===== src/rtl/gshare_branch_predictor.sv =====
// gshare_branch_predictor
//   Global-history branch predictor. The IU queries it at fetch and shifts
//   its prediction into the speculative global history register (GHR).
//   The ROB trains the 2-bit counter table at commit and restores the GHR
//   on a mispredict. Commit and mispredict counts are kept for statistics.
//
// Ports
//   clk_in                clock
//   rst_in                synchronous active-high reset
//   rdy_in                global enable; all state holds when low
//   iu_to_bp_pc           PC being fetched
//   iu_to_bp_valid        fetched instruction is a conditional branch
//   bp_to_iu_prediction   predicted taken (combinational)
//   bp_to_iu_ghr          GHR snapshot used for this prediction
//   rob_to_bp_rdy         a conditional branch commits this cycle
//   rob_to_bp_pc          PC of the committing branch
//   rob_to_bp_branch      actual outcome (1 = taken)
//   rob_to_bp_ghr         GHR snapshot that travelled with the branch
//   rob_to_bp_mispredict  committed prediction was wrong
//   bp_commit_cnt         committed branch count
//   bp_mispredict_cnt     mispredicted committed branch count
module gshare_branch_predictor #(
  parameter int unsigned BHT_WIDTH  = 8,
  parameter int unsigned GHR_WIDTH  = 8,
  parameter logic [1:0]  INIT_STATE = 2'b10
) (
  input  logic                 clk_in,
  input  logic                 rst_in,
  input  logic                 rdy_in,
  input  logic [31:0]          iu_to_bp_pc,
  input  logic                 iu_to_bp_valid,
  output logic                 bp_to_iu_prediction,
  output logic [GHR_WIDTH-1:0] bp_to_iu_ghr,
  input  logic                 rob_to_bp_rdy,
  input  logic [31:0]          rob_to_bp_pc,
  input  logic                 rob_to_bp_branch,
  input  logic [GHR_WIDTH-1:0] rob_to_bp_ghr,
  input  logic                 rob_to_bp_mispredict,
  output logic [31:0]          bp_commit_cnt,
  output logic [31:0]          bp_mispredict_cnt
);

  localparam int unsigned BHT_ENTRIES = 1 << BHT_WIDTH;
  localparam int unsigned PC_IDX_LSB  = 2;
  localparam int unsigned PC_IDX_MSB  = BHT_WIDTH + 1;

  // Illegal history width stops elaboration
  if (GHR_WIDTH < 1 || GHR_WIDTH > BHT_WIDTH) begin : g_cfg_error
    $error("gshare_branch_predictor: GHR_WIDTH must be in 1..BHT_WIDTH");
  end

  logic [1:0]           r_bht [BHT_ENTRIES];
  logic [GHR_WIDTH-1:0] r_ghr;
  logic [31:0]          r_commit_cnt;
  logic [31:0]          r_mispredict_cnt;

  logic [BHT_WIDTH-1:0] w_rd_idx;
  logic [BHT_WIDTH-1:0] w_wr_idx;
  logic                 w_prediction;
  logic                 w_train;
  logic                 w_repair;
  logic                 w_spec;
  logic [1:0]           w_ctr_cur;
  logic [1:0]           w_ctr_next;
  logic [GHR_WIDTH-1:0] w_ghr_spec;
  logic [GHR_WIDTH-1:0] w_ghr_repair;
  logic [GHR_WIDTH-1:0] w_ghr_next;

  // PC bits outside the index field do not affect prediction
  logic w_unused_pc_bits;
  assign w_unused_pc_bits = ^{iu_to_bp_pc[31:PC_IDX_MSB+1], iu_to_bp_pc[PC_IDX_LSB-1:0],
                              rob_to_bp_pc[31:PC_IDX_MSB+1], rob_to_bp_pc[PC_IDX_LSB-1:0]};

  // gshare index: word-aligned PC bits XOR zero-extended history
  assign w_rd_idx = iu_to_bp_pc[PC_IDX_MSB:PC_IDX_LSB] ^ BHT_WIDTH'(r_ghr);
  assign w_wr_idx = rob_to_bp_pc[PC_IDX_MSB:PC_IDX_LSB] ^ BHT_WIDTH'(rob_to_bp_ghr);

  // Query path reads the pre-update table and GHR
  assign w_prediction        = r_bht[w_rd_idx][1];
  assign bp_to_iu_prediction = w_prediction;
  assign bp_to_iu_ghr        = r_ghr;
  assign bp_commit_cnt       = r_commit_cnt;
  assign bp_mispredict_cnt   = r_mispredict_cnt;

  // Event qualification; a mispredict only counts alongside a commit
  assign w_train  = rdy_in & rob_to_bp_rdy;
  assign w_repair = w_train & rob_to_bp_mispredict;
  assign w_spec   = rdy_in & iu_to_bp_valid;

  // Saturating 2-bit counter step toward the actual outcome
  assign w_ctr_cur = r_bht[w_wr_idx];
  always_comb begin
    w_ctr_next = w_ctr_cur;
    if (rob_to_bp_branch) begin
      if (w_ctr_cur != 2'b11) w_ctr_next = w_ctr_cur + 2'd1;
    end else begin
      if (w_ctr_cur != 2'b00) w_ctr_next = w_ctr_cur - 2'd1;
    end
  end

  // History shift: a 1-bit GHR simply takes the newest outcome
  if (GHR_WIDTH == 1) begin : g_ghr_one
    assign w_ghr_spec   = w_prediction;
    assign w_ghr_repair = rob_to_bp_branch;
  end else begin : g_ghr_shift
    assign w_ghr_spec   = {r_ghr[GHR_WIDTH-2:0], w_prediction};
    assign w_ghr_repair = {rob_to_bp_ghr[GHR_WIDTH-2:0], rob_to_bp_branch};
  end

  // Repair wins over speculation because the IU is being flushed
  always_comb begin
    w_ghr_next = r_ghr;
    if (w_repair) begin
      w_ghr_next = w_ghr_repair;
    end else if (w_spec) begin
      w_ghr_next = w_ghr_spec;
    end
  end

  // Counter table
  always_ff @(posedge clk_in) begin
    if (rst_in) begin
      for (int i = 0; i < int'(BHT_ENTRIES); i++) begin
        r_bht[i] <= INIT_STATE;
      end
    end else if (w_train) begin
      r_bht[w_wr_idx] <= w_ctr_next;
    end
  end

  // Global history register
  always_ff @(posedge clk_in) begin
    if (rst_in) begin
      r_ghr <= '0;
    end else if (rdy_in) begin
      r_ghr <= w_ghr_next;
    end
  end

  // Statistics counters, wrapping naturally at 2**32
  always_ff @(posedge clk_in) begin
    if (rst_in) begin
      r_commit_cnt     <= '0;
      r_mispredict_cnt <= '0;
    end else begin
      if (w_train)  r_commit_cnt     <= r_commit_cnt + 32'd1;
      if (w_repair) r_mispredict_cnt <= r_mispredict_cnt + 32'd1;
    end
  end

endmodule


===== config.mk =====
export PLATFORM = sky130hd
export DESIGN_NAME = gshare_branch_predictor
export DESIGN_NICKNAME = d
export VERILOG_FILES = /design/src/rtl/gshare_branch_predictor.sv
export SDC_FILE = /design/constraint.sdc
export NUM_CORES = 1
export LEC_CHECK = 0
export ABC_CLOCK_PERIOD_IN_PS = 7100
export CAP_MARGIN = 40
export CORE_MARGIN = 2
export CORE_UTILIZATION = 35
export CTS_CLUSTER_SIZE = 16
export DETAILED_ROUTE_END_ITERATION = 10
export GPL_TIMING_DRIVEN = 0
export SKIP_LAST_GASP = 1
export SLEW_MARGIN = 10
export SYNTH_ARGS = -nofsm -noshare
export SYNTH_HDL_FRONTEND = slang
export SYNTH_SLANG_ARGS = --single-unit
export TNS_END_PERCENT = 10

===== constraint.sdc =====
create_clock -name clk_in -period 7.1 [get_ports clk_in]
set_clock_uncertainty 0.2 [all_clocks]
set_input_delay 1.42 -clock clk_in [delete_from_list [all_inputs] [get_ports clk_in]]
set_output_delay 1.42 -clock clk_in [all_outputs]
set_load 0.1 [all_outputs]

### Yosys cells after proc, flatten, opt, wreduce, memory -nomap -nowiden

Memories as Yosys holds them, arrays and structs flattened.
Index checks and enable logic that the tools add are counted.

* RAM bits: 512
* output and inout bits: 73
* bits in registers: 72
* memory bits (read-only): 0
* logic and storage cells: 31
* memories kept: 1
* bits in latches: 0

Memory list
* r_bht: depth 256, bits a word 2, rd ports 2, clocked after Yosys merged registers in 0, write ports 256, RTL line 52 `logic [1:0] r_bht [BHT_ENTRIES];`

* $mul: 0
* magnitude comparators: 0
* div/mod/pow operators: 0
* shift-type cells: 0
* bitwise gates (word level): 5
* add/subtract/negate cells: 4
* equality and inequality tests: 1
* mux-type cells: 13
* reduce and logical (&&, ||, !) cells: 4

Operator list (number)
* adder 32 x 1 -> 32 bit (second input constant): 2
* two-way mux 8 bit: 3
* bitwise XOR 8 bit: 2
* two-way mux 2 bit: 4
* two-way mux 1 bit: 6
* nonzero test 2 bit: 2
* bitwise AND 1 bit: 3
* adder 2 x 1 -> 2 bit (second input constant): 1
* inequality test 2 bit (second input constant): 1
* AND reduction 2 bit: 1
* OR reduction 2 bit: 1
* subtractor 2 x 1 -> 2 bit (second input constant): 1

### Depth between registers and ports, before layout

* word-level depth: 6
* mapped depth: 16
* depth with buffers taken out: 10

### Least setup slack after synthesis

No wires, ideal clock.

* path kind: input to output
* start: in iu_to_bp_pc[2]
* end: out bp_to_iu_prediction
* data required time: 5480 ps
* path buffers: 4
* slack: 1188 ps
* arrival time: 4292 ps
* stages on the path: 12
* cells stage by stage: xor2_1 > buf_2 > buf_2 > clkbuf_1 > clkbuf_1 > nand2_1 > a31oi_1 > nand4_1 > nand2_1 > a31oi_1 > a21oi_1 > a32o_1

* longest elaborated chain between the ends: 2

RTL lines
* from (decl): RTL line 30 `input logic [31:0] iu_to_bp_pc,`
* bitwise XOR 8 bit: RTL line 75 `assign w_rd_idx = iu_to_bp_pc[PC_IDX_MSB:PC_IDX_LSB] ^ BHT_WIDTH'(r_ghr);`
* memory (256 x 2 bit)
* to (decl): RTL line 32 `output logic bp_to_iu_prediction,`

Every way passes these cells.

### Worst setup path in the final report

* start: in iu_to_bp_pc[4]
* end: out bp_to_iu_prediction

Same word-level chain as after synthesis.

==> impl_metrics.tcl <==
set metrics [dict create \
    grt_setup_unrepaired "true" \
    report.power.total_mw 9.566 \
    avgSynthCellArea_um2 11.45 \
    routed_wirelength_mm 164.5 \
    place_hpwl_mm 118.8 \
    ys.flop_type "edfxtp_1" \
    coreArea_um2 88240 \
    reg2reg_depth 12 \
    fmax_ghz 0.1379 \
    worst_pin_slew_ns 1.014 \
    vias 28380 \
    antenna_found_initial 14 \
    drtAntennaViolNets 0 \
    wl_met1_mm 55.83 \
    seq_area_frac_synth_pct 54.07 \
    crit_path_start "iu_to_bp_pc[4]" \
    dr.pass1.iters 6 \
    num_rows 109 \
    cts_tree "yes" \
    place_congestion 1.074 \
    vdd_drop_max_v 0.0001857 \
    startpoint_type "primary input" \
    htreeDepth 3 \
    grt_pass1_wl_mm 219.3 \
    syn_area_um2 31100 \
    dieHeight_um 302.1 \
    setup_viol 4 \
    clk_latency_ns 0.65 \
    outcome "finished with violations" \
    area_growth_pct 23.87 \
    synth_edf_count 512 \
    final_nets 3139 \
    synthTopCellsByArea "edfxtp_1 49%, mux4_2 9.2%, dfxtp_1 4.6%" \
    required_ns 5.48 \
    routed.top_layer "met5" \
    multiInputGateArea_um2 13000 \
    clock_tree.root_cell "clkbuf_16" \
    rr_endpoint "r_bht[255][1]" \
    worstPathCellList "clkdlybuf4s50_1, xnor2_1, clkbuf_1, buf_6, mux4_2, o21ai_0, a32o_1, clkdlybuf4s50_1, buf_8" \
    slowest_stage "xnor2_1" \
    fin_crit_ns 7.253 \
    setup_ws_ns -0.1528 \
    drc 0 \
    cts_hold_buf 0 \
    hold_path.class "reg -> reg" \
    fillers 8145 \
    period_share_pct 102.2 \
    placed_area_um2 36190 \
    die_area_um2 91260 \
    yosysWarnings 0 \
    crit_path_max_incr_delay_ns 0.86 \
    leakage_nw 12.57 \
    synthCells 2715 \
    critical_path_class "in -> out" \
    wl_met3_mm 25.08 \
    fin_area_um2 38520 \
    grtUsageTotal_pct 35.62 \
    synth_top_area_share_pct 49.44 \
    min_from "bp_mispredict_cnt[1]" \
    grt_overflow 0 \
    drive_gt1_share_pct 19.34 \
    grt_pass1_vias 26420 \
    violations "negative setup slack" \
    wl_per_cell_um 38.43 \
    min_path_cells 2 \
    path_common_cell "clkdlybuf4s50_1" \
    die_x_um 302.1 \
    regToRegSetupSlack_ns 2.29 \
    grt_max_degree 14 \
    power.density_nw_per_um2 248.3 \
    ys_ff_latch 584 \
    cts_buffer_depth 3 \
    cts-buffers-inserted 69 \
    dr_wl_met2_mm 67.68 \
    path_max_fanout 6 \
    arrival_ns 5.63 \
    cts_num_sinks 584 \
    io_buffers 101 \
    rr_startpoint "r_bht[187][1]" \
    critPathCaptureType "output port" \
    vias_per_cell 6.630 \
    slew_violations 0 \
    timing.hold.ws_ns 0.3085 \
    num_io_pins 152 \
    async_flop_share_pct 0 \
    drt_iter0_drc 4896 \
    relSlewSlack_pct 32.19 \
    start_util_pct 35.25 \
    yosys.cell_types.count 58 \
    synth_top_area_cell "edfxtp_1" \
    post-route-util_pct 43.66 \
    cap_violations 0 \
    hold_viol 0 \
    clk_pin_slew_worst_paths_ns 0.06 \
    hold_path_end "bp_mispredict_cnt[1]" \
    syn_nets 2796 \
    regArea_um2 16820 \
]
critical path, delay by kind of cell:
kind / cells / cell delay (ns)
mux: 1 / 0.57
xor+xnor: 1 / 0.86
compound gates: 2 / 0.64
buf+inv: 5 / 2.12
cell type report:
type / instances / area share, %
clock inverter: 31 / 0.7340
tap: 1165 / 3.784
clock buffer: 90 / 4.823
sequential: 584 / 43.65
inverter: 2 / 0.01949
buffer: 274 / 3.907
antenna: 7 / 0.04547
timing repair buffer: 273 / 9.299
multi-input combinational: 1854 / 33.74
state kept, by name, indices dropped and copies added (netlist names):
name / count
bp_to_iu_ghr: 8
r_bht: 512
bp_commit_cnt: 32
bp_mispredict_cnt: 32
worst max path at each step:
stage,endpoint,slack (ns)
3_3_place_gp,bp_to_iu_prediction,-3.18
6_report,bp_to_iu_prediction,-0.15
4_1_cts,r_bht[112][0],-0.02
2_1_floorplan,bp_to_iu_prediction,1.19
3_5_place_dp,bp_to_iu_prediction,-1.69
5_1_grt,bp_to_iu_prediction,-0.04
synthesized netlist by cell type, drive strengths merged, types with 2 or more instances:
library cell	n
o2111ai	2
nor3	233
or3	16
ha	2
and3	14
a22oi	7
a211oi	26
nand4	82
or2	58
o41ai	4
a32oi	2
nand2b	32
edfxtp	512
and4	3
nor2	219
a311oi	7
xor2	56
o22ai	53
nand3	202
o21bai	61
a31oi	9
a21o	111
dfxtp	72
nor4	5
buf	92
o21ai	16
and2	7
a21oi	58
mux2i	115
xnor2	28
inv	2
mux4	127
nand2	283
nor2b	2
clkbuf	183
where the power goes:
group | internal (mW) | switching [mW]
registers | 3.78 | 0.0286
logic | 0.603 | 1.65
clock network | 1.94 | 1.57
total | 6.32 | 3.24
routing by layer:
| metal | up-vias | GRT usage (%) |
|---|---|---|
| met4 | 10 | 26.53 |
| met1 | 13800 | 43.17 |
| met5 | - | 0.05176 |
| met2 | 2848 | 51.25 |
| li1 | 10930 | - |
| met3 | 789 | 13.87 |
cell families (layout without fill, tap and decap cells):
group / count (synthesis) / count (layout) / share of synthesized area [%]
DFF: 584 / 584 / 54.07
AOI/OAI and AO/OA: 367 / 367 / 8.139
and+or+nand+nor: 1158 / 1158 / 17.77
adders and majority gates: 3 / 3 / 0.1126
xor gates and xnor gates: 84 / 84 / 2.450
muxes: 242 / 242 / 12.90
other: 0 / 7 / 0
buffers and inverters: 277 / 670 / 4.562
through the flow:
stage	setup TNS, ns	setup slack [ns]	cells
final	-0.2548	-0.1528	4280
after global routing	-0.04137	-0.04137	4274
after CTS	-0.01938	-0.01938	4270
after detailed placement	-165.76	-1.685	4149
after global placement	-790.53	-3.181	3981
after floorplan	0	1.188	2715
cell usage in the layout, fill, tap and decap left out, drive strengths merged, types with 3 or more instances in the layout:
cell type      instances
edfxtp               512
nand2                283
clkbuf               274
buf                  262
nor3                 233
nor2                 219
nand3                202
mux4                 127
mux2i                115
a21o                 111
clkdlybuf4s50        100
nand4                 82
dfxtp                 72
o21bai                61
a21oi                 58
or2                   58
xor2                  56
o22ai                 53
nand2b                32
xnor2                 28
a211oi                26
clkinv                25
o21ai                 16
or3                   16
and3                  14
a31oi                  9
diode                  7
a22oi                  7
and2                   7
a311oi                 7
nor4                   5
inv                    4
o41ai                  4
and4                   3
repair_timing:
action / CTS / global route
resized for setup: 31 / 10
endpoints found under the setup margin: 2 / 216
cloned: 0 / 0
pin swaps: 1 / 0
buffers inserted: 1 / 0
Power figures use the tool's default switching activity.
